`src/rtl/display_scan_mux.sv`:
```
// Time-multiplexed scan of N_DIGITS segment patterns onto one shared segment bus.
// Each digit is lit for PRESCALE cycles, then all anodes are held dark for DEAD_CYCLES cycles.
module display_scan_mux #(
    parameter int N_DIGITS    = 4,
    parameter int SEG_W       = 8,
    parameter int PRESCALE    = 100000,
    parameter int DEAD_CYCLES = 2
) (
    input  logic                      clk,
    input  logic                      rst_n,
    input  logic                      en,
    input  logic                      load,
    input  logic [N_DIGITS*SEG_W-1:0] digits_in,
    input  logic [N_DIGITS-1:0]       blank_mask,
    output logic [N_DIGITS-1:0]       an_n,
    output logic [SEG_W-1:0]          seg,
    output logic                      frame_tick
);

    localparam int IDX_W   = $clog2(N_DIGITS);
    localparam int CNT_MAX = (PRESCALE > DEAD_CYCLES) ? PRESCALE : DEAD_CYCLES;
    localparam int CNT_W   = (CNT_MAX > 1) ? $clog2(CNT_MAX) : 1;

    localparam logic [CNT_W-1:0] SHOW_LAST = CNT_W'(PRESCALE - 1);
    localparam logic [CNT_W-1:0] GAP_LAST  = CNT_W'((DEAD_CYCLES > 0) ? DEAD_CYCLES - 1 : 0);
    localparam logic [IDX_W-1:0] IDX_LAST  = IDX_W'(N_DIGITS - 1);

    typedef enum logic [1:0] {
        IDLE,
        SHOW,
        GAP
    } state_t;

    state_t                    state, state_nx;
    logic [IDX_W-1:0]          idx, idx_nx, idx_adv;
    logic [CNT_W-1:0]          cnt, cnt_nx;
    logic [N_DIGITS*SEG_W-1:0] shadow, shadow_nx;
    logic                      armed;
    logic                      wrap_nx;
    logic                      lit_nx;
    logic [N_DIGITS-1:0]       an_nx;
    logic [SEG_W-1:0]          seg_nx;

    // Outputs are derived from the post-edge state so they can be registered alongside it.
    always_comb begin
        shadow_nx = load ? digits_in : shadow;
        idx_adv   = (idx == IDX_LAST) ? '0 : idx + 1'b1;
        state_nx  = state;
        idx_nx    = idx;
        cnt_nx    = cnt;
        wrap_nx   = 1'b0;

        if (!en) begin
            state_nx = IDLE;
            idx_nx   = '0;
            cnt_nx   = '0;
        end else begin
            case (state)
                IDLE: begin
                    if (armed) begin
                        state_nx = SHOW;
                        idx_nx   = '0;
                        cnt_nx   = '0;
                    end
                end
                SHOW: begin
                    if (cnt == SHOW_LAST) begin
                        cnt_nx = '0;
                        if (DEAD_CYCLES > 0) begin
                            state_nx = GAP;
                        end else begin
                            idx_nx  = idx_adv;
                            wrap_nx = (idx == IDX_LAST);
                        end
                    end else begin
                        cnt_nx = cnt + 1'b1;
                    end
                end
                GAP: begin
                    if (cnt == GAP_LAST) begin
                        state_nx = SHOW;
                        cnt_nx   = '0;
                        idx_nx   = idx_adv;
                        wrap_nx  = (idx == IDX_LAST);
                    end else begin
                        cnt_nx = cnt + 1'b1;
                    end
                end
                default: begin
                    state_nx = IDLE;
                    idx_nx   = '0;
                    cnt_nx   = '0;
                end
            endcase
        end

        lit_nx = (state_nx == SHOW) && !blank_mask[idx_nx];
        an_nx  = lit_nx ? ~(N_DIGITS'(1) << idx_nx) : '1;
        seg_nx = lit_nx ? shadow_nx[idx_nx*SEG_W +: SEG_W] : '0;
    end

    // armed holds off the first SHOW until one full edge has passed after reset release.
    always_ff @(posedge clk or negedge rst_n) begin
        if (!rst_n) begin
            state      <= IDLE;
            idx        <= '0;
            cnt        <= '0;
            shadow     <= '0;
            armed      <= 1'b0;
            an_n       <= '1;
            seg        <= '0;
            frame_tick <= 1'b0;
        end else begin
            state      <= state_nx;
            idx        <= idx_nx;
            cnt        <= cnt_nx;
            shadow     <= shadow_nx;
            armed      <= 1'b1;
            an_n       <= an_nx;
            seg        <= seg_nx;
            frame_tick <= wrap_nx;
        end
    end

endmodule
```
`config.mk`:
```
export PLATFORM = sky130hd
export DESIGN_NAME = display_scan_mux
export DESIGN_NICKNAME = d
export VERILOG_FILES = /design/src/rtl/display_scan_mux.sv
export SDC_FILE = /design/constraint.sdc
export NUM_CORES = 1
export LEC_CHECK = 0
export BUFFER_PORTS_ARGS = -buffer_cell sky130_fd_sc_hd__buf_2
export CAP_MARGIN = 20
export CORE_UTILIZATION = 45
export DETAILED_ROUTE_END_ITERATION = 8
export PLACE_DENSITY = 0.66
export SETUP_SLACK_MARGIN = 0.5
export SLEW_MARGIN = 25
export SYNTH_ARGS = -nofsm -noshare
export SYNTH_HDL_FRONTEND = slang
export SYNTH_SLANG_ARGS = --single-unit
```
`constraint.sdc`:
```
create_clock -name clk -period 2.51 [get_ports clk]
set_clock_uncertainty 0.05 [all_clocks]
set_input_delay 0.3765 -clock clk [delete_from_list [all_inputs] [get_ports clk]]
set_output_delay 0.3765 -clock clk [all_outputs]
set_load 0.03 [all_outputs]
```
Yosys cells after proc, flatten, opt, wreduce, memory -nomap -nowiden
Cells that the tools add are included.

Logic and storage cells: 47. Register bits: 67. Input bits: 40. Output and inout bits: 13.

Reduce and logical (&&, ||, !) cells: 3. $add $sub $neg: 2. $lt $le $gt $ge: 1. Muxes and demuxes: 23. Bitwise operators: 1. Equal/unequal tests: 7. Shift operators: 2.

Operators by type and width (count): 2-to-1 mux 17 bit (4); case mux 17 bit (3 select lines) (1); 2-to-1 mux 32 bit (1); variable part select 32 x 6 -> 8 bit (1); adder 17 x 1 -> 17 bit, second input constant (1); equality test 17 x 1 -> 1 bit, second input constant (1); equality test 17 bit, second input constant (1); 2-to-1 mux 2 bit (8); case mux 2 bit (3 select lines) (2); 2-to-1 mux 8 bit (1); equality test 2 x 1 -> 1 bit, second input constant (2); equality test 2 bit, second input constant (2); 2-to-1 mux 1 bit (4); 2-to-1 mux 4 bit (1); inverter 4 bit (1); << shifter 1 x 2 -> 4 bit, first input constant (1); < comparator 2 x 3 -> 1 bit, second input constant (1); inequality test 3 bit, second input constant (1); adder 2 x 1 -> 2 bit, second input constant (1); binary-select mux 1 bit (select 2 bit) (1); zero test 2 bit (1); logical AND 1 bit (1); zero test 1 bit (1).

Logic depth before layout (Yosys ltp)
Gate-level depths: netlist (run 1).

Word-level depth: 10. Mapped depth: 11. Gate-level depth less buffers: 10.

Worst setup path before layout (run 1)
No wires, ideal clock.

Kind: reg2reg. Start: register cnt[4]. End: register seg[0]. Library setup time: 119 ps. Buffers on the path: 2. Path slack: 96 ps. Arrival time: 2245 ps. Clock period less this slack: 2414 ps. Stages on the path, launching flop included: 10. Data required time: 2341 ps. Path through: dfrtp_1 > nor4_4 > nand4_2 > or3_4 > a31oi_1 > buf_6 > buf_12 > mux2i_1 > nor2_1 > o21a_1.

Longest elaborated chain between the ends: 9. Elaborated cells on any way between the ends: 16. Classes of those cells: eq/ne: 3; shift: 1; mux: 10; reduce/logical: 2.

RTL lines: start: declaration (RTL line 36) `logic [CNT_W-1:0] cnt, cnt_nx;`; start signal: assignment (RTL line 116) `cnt <= cnt_nx;`; equality test 17 x 1 -> 1 bit (*) (RTL line 80) `if (cnt == GAP_LAST) begin`; 2-to-1 mux 2 bit (*) (RTL line 80); case mux 2 bit (3 select lines) (*) (RTL line 58) `case (state)`; 2-to-1 mux 2 bit (*) (RTL line 53) `if (!en) begin`; via idx_nx[1] (RTL line 35) `logic [IDX_W-1:0] idx, idx_nx, idx_adv;`; parallel branches: the longest is 4 deep, another holds variable part select 32 x 6 -> 8 bit; 2-to-1 mux 8 bit (*) (RTL line 99) `seg_nx = lit_nx ? shadow_nx[idx_nx*SEG_W +: SEG_W] : '0;`; via seg_nx[0] (RTL line 42) `logic [SEG_W-1:0] seg_nx;`; end signal: assignment (RTL line 120) `seg <= seg_nx;`; end: declaration (RTL line 16) `output logic [SEG_W-1:0] seg,`.

Mark *: on every way through the listed nets, which the timed path passes. The select of a mux whose other input is x is not followed. A chain may end at the register's enable or synchronous reset.

Final worst setup path (run 1)
Start: register cnt[10]. End: register seg[6].

Elaborated cells on any way between the ends: 16. Classes of those cells: eq/ne: 3; shift: 1; mux: 10; reduce/logical: 2.

RTL lines: equality test 17 x 1 -> 1 bit or equality test 17 bit (tied branches) (RTL line 80, 67); 2-to-1 mux 2 bit, on equally long branches (RTL line 80, 67); case mux 2 bit (3 select lines) (*) (RTL line 58); 2-to-1 mux 2 bit (*) (RTL line 53); via state_nx[0] (RTL line 34) `state_t state, state_nx;`; equality test 2 x 1 -> 1 bit (*) (RTL line 97) `lit_nx = (state_nx == SHOW) && !blank_mask[idx_nx];`; logical AND 1 bit (*) (RTL line 97); 2-to-1 mux 8 bit (*) (RTL line 99); via seg_nx[6] (RTL line 42).

The timed path passes the listed nets; every way through them passes the cells marked *. The select of a mux whose other input is x is not followed.

==> impl_metrics.toml, run 1 <==
[global_route]
grt_max_degree = 33
grt_pass1_wl_um = 11700
overflow = 0
grt_pass1_vias = 2432
grtUsageTotal = 0.198
antenna_found_initial = 0

[setup_path]
setup.worst_path.end_class = "flop"
cp.required_ns = 2.75
path_max_fanout = 8
arrival_ns = 2.63
worstPathCellList = "nor4_4, buf_4, nand3b_4, or2_4, a221oi_4, o311ai_4, a211oi_4, buf_6, o21a_1"
crit_slowest_cell = "dfrtp_1"
startpoint_type = "flop"
worst-setup-path-type = "flop to flop"
reg2regPathDepth = 9
max_stage_delay_ns = 0.43

[logic_synthesis]
yosys.area.top_type = "dfrtp_1"
ys_types = 54
synthArstFlopShare = 1.00
synth_top_area_share = 0.466
netlist_top_cells_area = "dfrtp_1 (47%), mux2_2 (11%), mux2i_1 (4.7%)"
ys_seq_area_frac = 0.497
synth_top_flop_cell = "dfrtp_1"
synth_edf_count = 0
syn_inst = 300
syn_area_per_cell_um2 = 11.3
synth_fp_nets = 347
synth_seq_cells = 67
yosys_warnings = 0
syn_area_um2 = 3380

[sta]
setup_ws_ns = 0.126
fmax_mhz = 419
final.period_utilization = 0.950
slew_viol_final = 0
fin_tns_setup_ns = 0
rsz0062_at_grt = "yes"
setup_viol = 0
max-slew-margin-rel = 0.552
hold_viol = 0
period_needed_ns = 2.38
tightest_slew_ns = 0.672

[placement]
numPortBuffers = 52
pre_cts_ws_ns = 0.0395
hpwlAfterDp_um = 5190
gp_congestion = 0.870

[die]
chipWidth_um = 88.7
die_y_um = 88.7
coreArea_um2 = 7250
initial_core_util = 0.466
io_pins = 53
die-area_um2 = 7870
rows = 31

[drt]
final_antenna_net_count = 0
drt_iter0_markers = 102
viasPerCell = 5.25
dr.pass1.iters = 5
dr_total_vias = 2665
drc = 0
wire_per_inst_um = 15.9
finalWirelength_um = 8050

[final_layout]
drive_above_1_share = 0.491
diodes = 0
syn_to_final_growth_pct = 37.6
nNetsFinal = 451

[cts]
cts_buffers = 9
clk_latency_ns = 0.35
cts-root-buf = "clkbuf_8"
htreeDepth = 3
cts_tree = "done"
clk_pin_slew_worst_paths_ns = 0.08
clk_path_buf_depth = 2
clock_sinks = 67

[power]
power.density_nw_per_um2 = 508
p_leak_nw = 2.08
irDropWorstVdd_v = 0.000262
total_power_mw = 2.37

[run_status]
status = "completed"

[hold_path]
hp-class = "primary input to flop"
holdPathStages = 2

[run]
cap_violations = 0
## flip-flops by register name, indices dropped and copies added (netlist names)
register    flops
idx             2
seg             8
state           2
armed           1
cnt            17
an_n            4
shadow         32
frame_tick      1
## area by class of cell
type | count | area (um2)
multi-input combinational | 211 | 1830
inverter | 10 | 45.0
clock inverter | 7 | 83.8
tap | 99 | 124
fill | 564 | 2600
sequential | 67 | 1680
clock buffer | 9 | 124
timing repair buffer | 105 | 763
## cell usage after synthesis, drive strengths merged (3+ instances only)
| library cell | instances |
|---|---|
| dfstp | 4 |
| nand2b | 3 |
| o41ai | 5 |
| o21ai | 21 |
| nand2 | 19 |
| mux2 | 32 |
| inv | 10 |
| buf | 8 |
| dfrtp | 63 |
| nor2b | 6 |
| clkbuf | 4 |
| nor2 | 30 |
| ha | 7 |
| mux2i | 16 |
| nand3 | 10 |
| o31ai | 6 |
| and3 | 6 |
| nor4 | 5 |
| nand4 | 4 |
| o21a | 10 |
| or3 | 3 |
## repair_timing
item                                   4_1_cts  5_1_grt
gates cloned                                 0        3
endpoints found under the hold margin       16        0
gates resized for setup                     16       45
setup buffers                               10       11
pin swaps                                   11       10
hold buffers                                 1        0
setup endpoints to repair                   30       32
## cell usage in the layout (no fill, tap or decap), types with 3 or more instances in the layout
cell type,Yosys,routed
nand2_1,19,17
o41ai_2,0,4
o21a_1,10,10
clkbuf_8,0,9
buf_2,2,52
inv_1,9,8
mux2i_1,16,16
ha_1,7,5
nand2b_1,3,3
dfrtp_1,63,61
buf_4,0,39
and3_1,6,3
mux2_2,32,32
and3_4,0,3
nand4_1,3,3
dfstp_2,4,4
o31ai_1,6,5
nor2_1,30,30
nand3_1,10,9
o21ai_0,20,3
nor2b_1,6,5
o21ai_1,1,15
buf_6,2,8
buf_12,1,3
nor4_4,1,4
## report_power, final
part | switching, mW | internal [mW]
clock network | 0.470 | 0.476
registers | 0.0169 | 1.14
logic | 0.140 | 0.125
total | 0.628 | 1.74
## per-layer routing
metal | global-route usage | up-vias | routed length (um)
li1 | - | 1280 | -
met1 | 0.275 | 1311 | 3800
met2 | 0.301 | 62 | 3810
met3 | 0.0308 | 12 | 302
met4 | 0.0968 | 0 | 136
met5 | 0 | - | 0
## cells by family after synthesis
| family | share of synthesized area |
|---|---|
| compound gates | 0.126 |
| xor+xnor | 0.00518 |
| fa+ha+maj | 0.0259 |
| buf+inv | 0.0344 |
| flops | 0.497 |
| mux | 0.154 |
| other cells | 0.00111 |
| simple gates | 0.157 |
## stage by stage
step	instance area (um2)	cells	hold slack (ns)	util
finish	4660	508	0.206	0.642
floorplan	3450	300	0.0309	-
detailed placement	3990	467	0.324	0.550
global route	4660	508	0.209	0.642
CTS	4360	494	0.192	0.601
global placement	3990	467	0.315	0.550
## critical path, delay by kind of cell, from the launching register on
family / cells / cell delay (ns)
and+or+nand+nor: 3 / 0.72
AOI/OAI and AO/OA: 4 / 0.78
buffers and inverters: 2 / 0.34
DFF: 1 / 0.43
## worst paths after layout
path / slack, ns / to / startpoint
setup / recovery: 0.13 / seg[6] / cnt[10]
hold / removal: 0.21 / an_n[1] / blank_mask[1]
setup reg to reg: 0.13 / seg[6] / cnt[10]
hold reg to reg: 0.45 / shadow[9] / shadow[9]
max in group asynchronous: 1.18 / shadow[17] / rst_n
min in group asynchronous: 0.47 / armed / rst_n
No activity file was read; power rests on OpenSTA's default activity.
==> inputs of run 2 (changes only) <==
--- a/config.mk
+++ b/config.mk
@@ -7,6 +7,7 @@
 export LEC_CHECK = 0
 export BUFFER_PORTS_ARGS = -buffer_cell sky130_fd_sc_hd__buf_2
 export CAP_MARGIN = 20
+export CORE_ASPECT_RATIO = 1.5
 export CORE_UTILIZATION = 45
 export DETAILED_ROUTE_END_ITERATION = 8
 export PLACE_DENSITY = 0.66
==> run 2 against run 1 <==
  * First-iteration DRC count up 68%
  * Largest cell class unchanged
  * Critical path depth unchanged
  * Sequential share of layout area down 3.3 points
==> impl_metrics.toml, run 2 (same netlist as run 1, synthesis figures left out) <==
[sta]
rsz0062_at_grt = "yes"
final.period_utilization = 0.986
hold_ws_ns = 0.194
hold_viol = 0
period_needed_ns = 2.48
max-slew-margin-rel = 0.402
setup_viol = 0
slew_viol_final = 0
fmax_mhz = 404
tightest_slew_ns = 0.896

[run_status]
status = "completed"

[final_layout]
finalNonFillerCells = 528
reg_top3 = "shadow (32), cnt (17), seg (8)"
layout_common_cells = "dfrtp_1 (63), buf_2 (52), buf_4 (46), mux2_2 (32), nor2_1 (21)"
final_common_cell = "dfrtp_1"
largest_register_ffs = 32
fillers = 509
diodes = 0
drive_above_1_share = 0.589
syn_to_final_growth_pct = 51.2
nNetsFinal = 470
regMostFlops = "shadow"

[global_route]
grtUsageTotal = 0.235
grt_max_degree = 47
overflow = 0
grt_pass1_wl_um = 14000
antenna_found_initial = 0
grt_pass1_vias = 2888

[power]
p_int_mw = 1.65
power.share.switching = 0.280
total_power_mw = 2.29
p_comb_frac = 0.134
power.density_nw_per_um2 = 448
p_sw_uw = 642
clockPowerShare = 0.362
irDropWorstVdd_v = 0.000375
p_leak_nw = 2.30
p_seq_frac = 0.504

[die]
die-area_um2 = 7880
chipWidth_um = 72.8
io_pins = 53
coreArea_um2 = 7270
die_y_um = 108
initial_core_util = 0.465
rows = 38

[cts]
clk_latency_ns = 0.37
clk_path_buf_depth = 2
cts-root-buf = "clkbuf_8"
clock_sinks = 67
cts_buffers = 9
cts_tree = "done"
htreeDepth = 3
clk_pin_slew_worst_paths_ns = 0.08

[placement]
hpwlAfterDp_um = 5080
gp_congestion = 0.794
dp.cells = 463
numPortBuffers = 52

[drt]
dr.pass1.iters = 4
final_antenna_net_count = 0
drt_iter0_markers = 171
dr_total_vias = 2828
drc = 0
finalWirelength_um = 9300
viasPerCell = 5.36
wire_per_inst_um = 17.6

[setup_path]
setup.worst_path.end_class = "flop"
cp.required_ns = 2.72
arrival_ns = 2.68
startpoint_type = "flop"
worst-setup-path-type = "flop to flop"
path_max_fanout = 6

[run]
cap_violations = 0

[hold_path]
hp-class = "primary input to flop"
## run 2: cell types whose count changed in the layout (fill, tap and decap cells not counted), moves of 4 or more
cell	change
buf_4	+7
buf_6	+6
mux2i_1	-4
nor2_1	-9
nor2_4	+8
o21ai_1	-6
o21ai_2	+11
## run 2: cell type report
cell class	instances	area [um2]	share of cell area
sequential	67	1680	0.329
multi-input combinational	211	2040	0.399
tap	100	125	0.0245
timing repair buffer	124	1050	0.205
clock buffer	9	124	0.0242
clock inverter	7	53.8	0.0105
inverter	10	45.0	0.00881
## run 2: per-layer routing
layer / vias to the layer above / global-route usage / routed length (um)
li1: 1325 / - / -
met5: - / 0 / 0
met4: 0 / 0.106 / 259
met3: 22 / 0.0485 / 334
met1: 1418 / 0.283 / 3650
met2: 63 / 0.401 / 5050
## run 2: repair_timing
action                                 in CTS  in global routing
hold buffers                                1                  0
pin swaps                                  26                 20
setup endpoints to repair                  31                 33
resized for setup                          88                 32
endpoints found under the hold margin      21                  0
gates cloned                                5                  1
buffers inserted                           28                 14
## run 2: worst paths after layout
path	from	end	slack, ns	cells past startpoint
min	blank_mask[1]	an_n[1]	0.19	2
max	cnt[7]	an_n[3]	0.03	9
min reg2reg	shadow[26]	shadow[26]	0.45	1
max reg2reg	cnt[7]	an_n[3]	0.03	9
min in group asynchronous	rst_n	shadow[8]	0.49	2
max in group asynchronous	rst_n	an_n[3]	1.22	3
## run 2: per-stage QoR
| step | utilization | setup TNS (ns) | setup slack [ns] | cell area (um2) |
|---|---|---|---|---|
| 6_report | 0.703 | 0 | 0.0343 | 5110 |
| 5_1_grt | 0.703 | -0.0291 | -0.0148 | 5110 |
| 4_1_cts | 0.664 | 0 | 0.126 | 4830 |
| 3_5_place_dp | 0.546 | 0 | 0.0412 | 3970 |
| 3_3_place_gp | 0.546 | 0 | 0.0996 | 3970 |
| 2_1_floorplan | - | 0 | 0.214 | 3450 |
## run 2: power by group through the flow
stage / Clock, mW / Sequential (mW) / Combinational (mW)
2_1_floorplan: 0 / 1.18 / 0.143
5_1_grt: 0.887 / 1.16 / 0.333
3_3_place_gp: 0 / 1.17 / 0.240
4_1_cts: 0.839 / 1.16 / 0.276
3_5_place_dp: 0 / 1.18 / 0.245
6_report: 0.830 / 1.16 / 0.306
## run 2: critical path, stage by stage (launching register included)
cell,delay (ns)
dfrtp_1,0.41
buf_4,0.17
and3_1,0.17
nand3_1,0.25
o311ai_4,0.13
buf_4,0.16
a221oi_4,0.34
buf_4,0.20
nand2_4,0.05
or4_1,0.45
==> inputs of run 3 (changes only) <==
--- a/config.mk
+++ b/config.mk
@@ -5,13 +5,12 @@
 export SDC_FILE = /design/constraint.sdc
 export NUM_CORES = 1
 export LEC_CHECK = 0
-export BUFFER_PORTS_ARGS = -buffer_cell sky130_fd_sc_hd__buf_2
 export CAP_MARGIN = 20
 export CORE_ASPECT_RATIO = 1.5
 export CORE_UTILIZATION = 45
 export DETAILED_ROUTE_END_ITERATION = 8
-export PLACE_DENSITY = 0.66
-export SETUP_SLACK_MARGIN = 0.5
+export DONT_BUFFER_PORTS = 1
+export PLACE_DENSITY = 0.63
 export SLEW_MARGIN = 25
 export SYNTH_ARGS = -nofsm -noshare
 export SYNTH_HDL_FRONTEND = slang
==> run 3 against run 2 <==
  * Critical path depth shrank 1
  * Maximum frequency grew 1.5%
  * Count of clock-buffer cells in the layout grew 1
  * Wire length shrank 18%
  * First-iteration DRC count shrank 17%
  * Sequential power is essentially flat
  * Total power shrank 4.2%
  * Cell count shrank 15%
  * Critical endpoint is now seg[4]
  * Largest power group unchanged
==> impl_metrics.toml, run 3 (same netlist as run 1, synthesis figures left out) <==
[sta]
fmax_mhz = 410
max-slew-margin-rel = 0.599
period_needed_ns = 2.44
hold_ws_ns = 0.0776
hold_viol = 0
setup_viol = 0
tightest_slew_ns = 0.602
final.period_utilization = 0.972
slew_viol_final = 0

[setup_path]
worst-setup-path-type = "flop to flop"
cp.required_ns = 2.76
arrival_ns = 2.69
reg2regPathDepth = 8
setup.worst_path.end_class = "flop"
r2r_slack_ns = 0.07
path_max_fanout = 8
r2r-end = "seg[4]"
reg2reg_from = "cnt[16]"
startpoint_type = "flop"

[placement]
hpwlAfterDp_um = 5550
dp.cells = 425
gp_congestion = 0.916
numPortBuffers = 0
postPlaceCellArea_um2 = 3740

[die]
initial_core_util = 0.465
die-area_um2 = 7880
chipWidth_um = 72.8
coreArea_um2 = 7270
io_pins = 53
rows = 38
die_y_um = 108

[final_layout]
reg_top3 = "shadow (32), cnt (17), seg (8)"
largest_register_ffs = 32
final_area_um2 = 4070
final_common_cell = "dfrtp_1"
layout_common_cells = "dfrtp_1 (63), buf_4 (38), mux2_2 (32), nor2_1 (30), o21ai_0 (20)"
regMostFlops = "shadow"
nNetsFinal = 390
drive_above_1_share = 0.336
diodes = 0
finalNonFillerCells = 448
syn_to_final_growth_pct = 20.4

[power]
irDropWorstVdd_v = 0.000359
p_leak_nw = 1.72
power.density_nw_per_um2 = 539

[hold_path]
holdCritStartpoint = "blank_mask[0]"
hold_end = "an_n[0]"
hp-class = "primary input to flop"
holdPathStages = 1

[drt]
drt_iter0_markers = 142
final_antenna_net_count = 0
wl_met2_um = 4270
dr_wl_met3_um = 434
met1_length_um = 2710
finalWirelength_um = 7640
viasPerCell = 5.54
dr_total_vias = 2481
dr.pass1.iters = 4
top_layer = "met4"
drc = 0
wire_per_inst_um = 17.1

[global_route]
antenna_found_initial = 0
grtUsageTotal = 0.214
grt_pass1_vias = 2466
overflow = 0
grt_max_degree = 68
grt_pass1_wl_um = 12200

[cts]
clk_latency_ns = 0.37
cts-root-buf = "clkbuf_8"
clk_pin_slew_worst_paths_ns = 0.07
clk_path_buf_depth = 2
cts_buffers = 9
clock_sinks = 67
cts_tree = "done"
htreeDepth = 3

[run]
cap_violations = 0

[run_status]
status = "completed"
==> run 3: cell count changes in the layout (fill, tap and decap cells not counted), sizes merged <==
cell,change
buf,-77
bufbuf,-2
inv,-1
==> run 3: repair_timing <==
item | 4_1_cts | 5_1_grt
buffers inserted | 0 | 5
hold buffers | 2 | 0
setup endpoints to repair | 0 | 23
gates resized for setup | 0 | 14
endpoints found under the hold margin | 67 | 0
==> run 3: through the flow <==
stage	setup slack [ns]	TNS, ns	utilization	power [mW]
2_1_floorplan	0.0958	0	-	1.32
3_3_place_gp	0.0571	0	0.514	1.36
3_5_place_dp	0.0315	0	0.514	1.37
4_1_cts	0.000689	0	0.544	2.21
5_1_grt	-0.0148	-0.0539	0.560	2.29
6_report	0.0706	0	0.560	2.20
==> run 3: power by group <==
| group | switching, mW | total, mW | internal (mW) |
|---|---|---|---|
| Clock | 0.435 | 0.817 | 0.382 |
| Combinational | 0.108 | 0.212 | 0.104 |
| Sequential | 0.0277 | 1.17 | 1.14 |
| Total | 0.571 | 2.20 | 1.62 |
==> run 3: final cells by class <==
cell class	count	area, um2
Fill cell	626	3200
Sequential cell	67	1680
Multi-Input combinational cell	211	1670
Timing Repair Buffer	44	385
Clock buffer	10	138
Tap cell	100	125
Clock inverter	6	41.3
Inverter	10	37.5
==> run 3: worst max-delay path, stage by stage, from the launching register on <==
cell      delay (ns)
dfrtp_1         0.41
or3_4           0.43
nand3b_4        0.19
or2_4           0.27
a221oi_4        0.36
o311ai_4        0.17
a211oi_4        0.20
buf_6           0.16
o21a_1          0.13
==> run 3: worst max-delay path by stage <==
| stage | startpoint | to | slack (ns) | depth (start not counted) |
|---|---|---|---|---|
| finish | cnt[16] | seg[4] | 0.07 | 8 |
| global route | state[0] | seg[0] | -0.01 | 10 |
| CTS | state[0] | seg[4] | 0.0007 | 10 |
| detailed placement | state[0] | seg[5] | 0.03 | 10 |
| global placement | state[1] | seg[0] | 0.06 | 10 |
| floorplan | cnt[4] | seg[0] | 0.1 | 9 |
==> run 3: per-layer routing <==
metal | up-vias | global-route usage
li1 | 1164 | -
met1 | 1231 | 0.217
met2 | 71 | 0.386
met3 | 15 | 0.0652
met4 | 0 | 0.109
met5 | - | 0
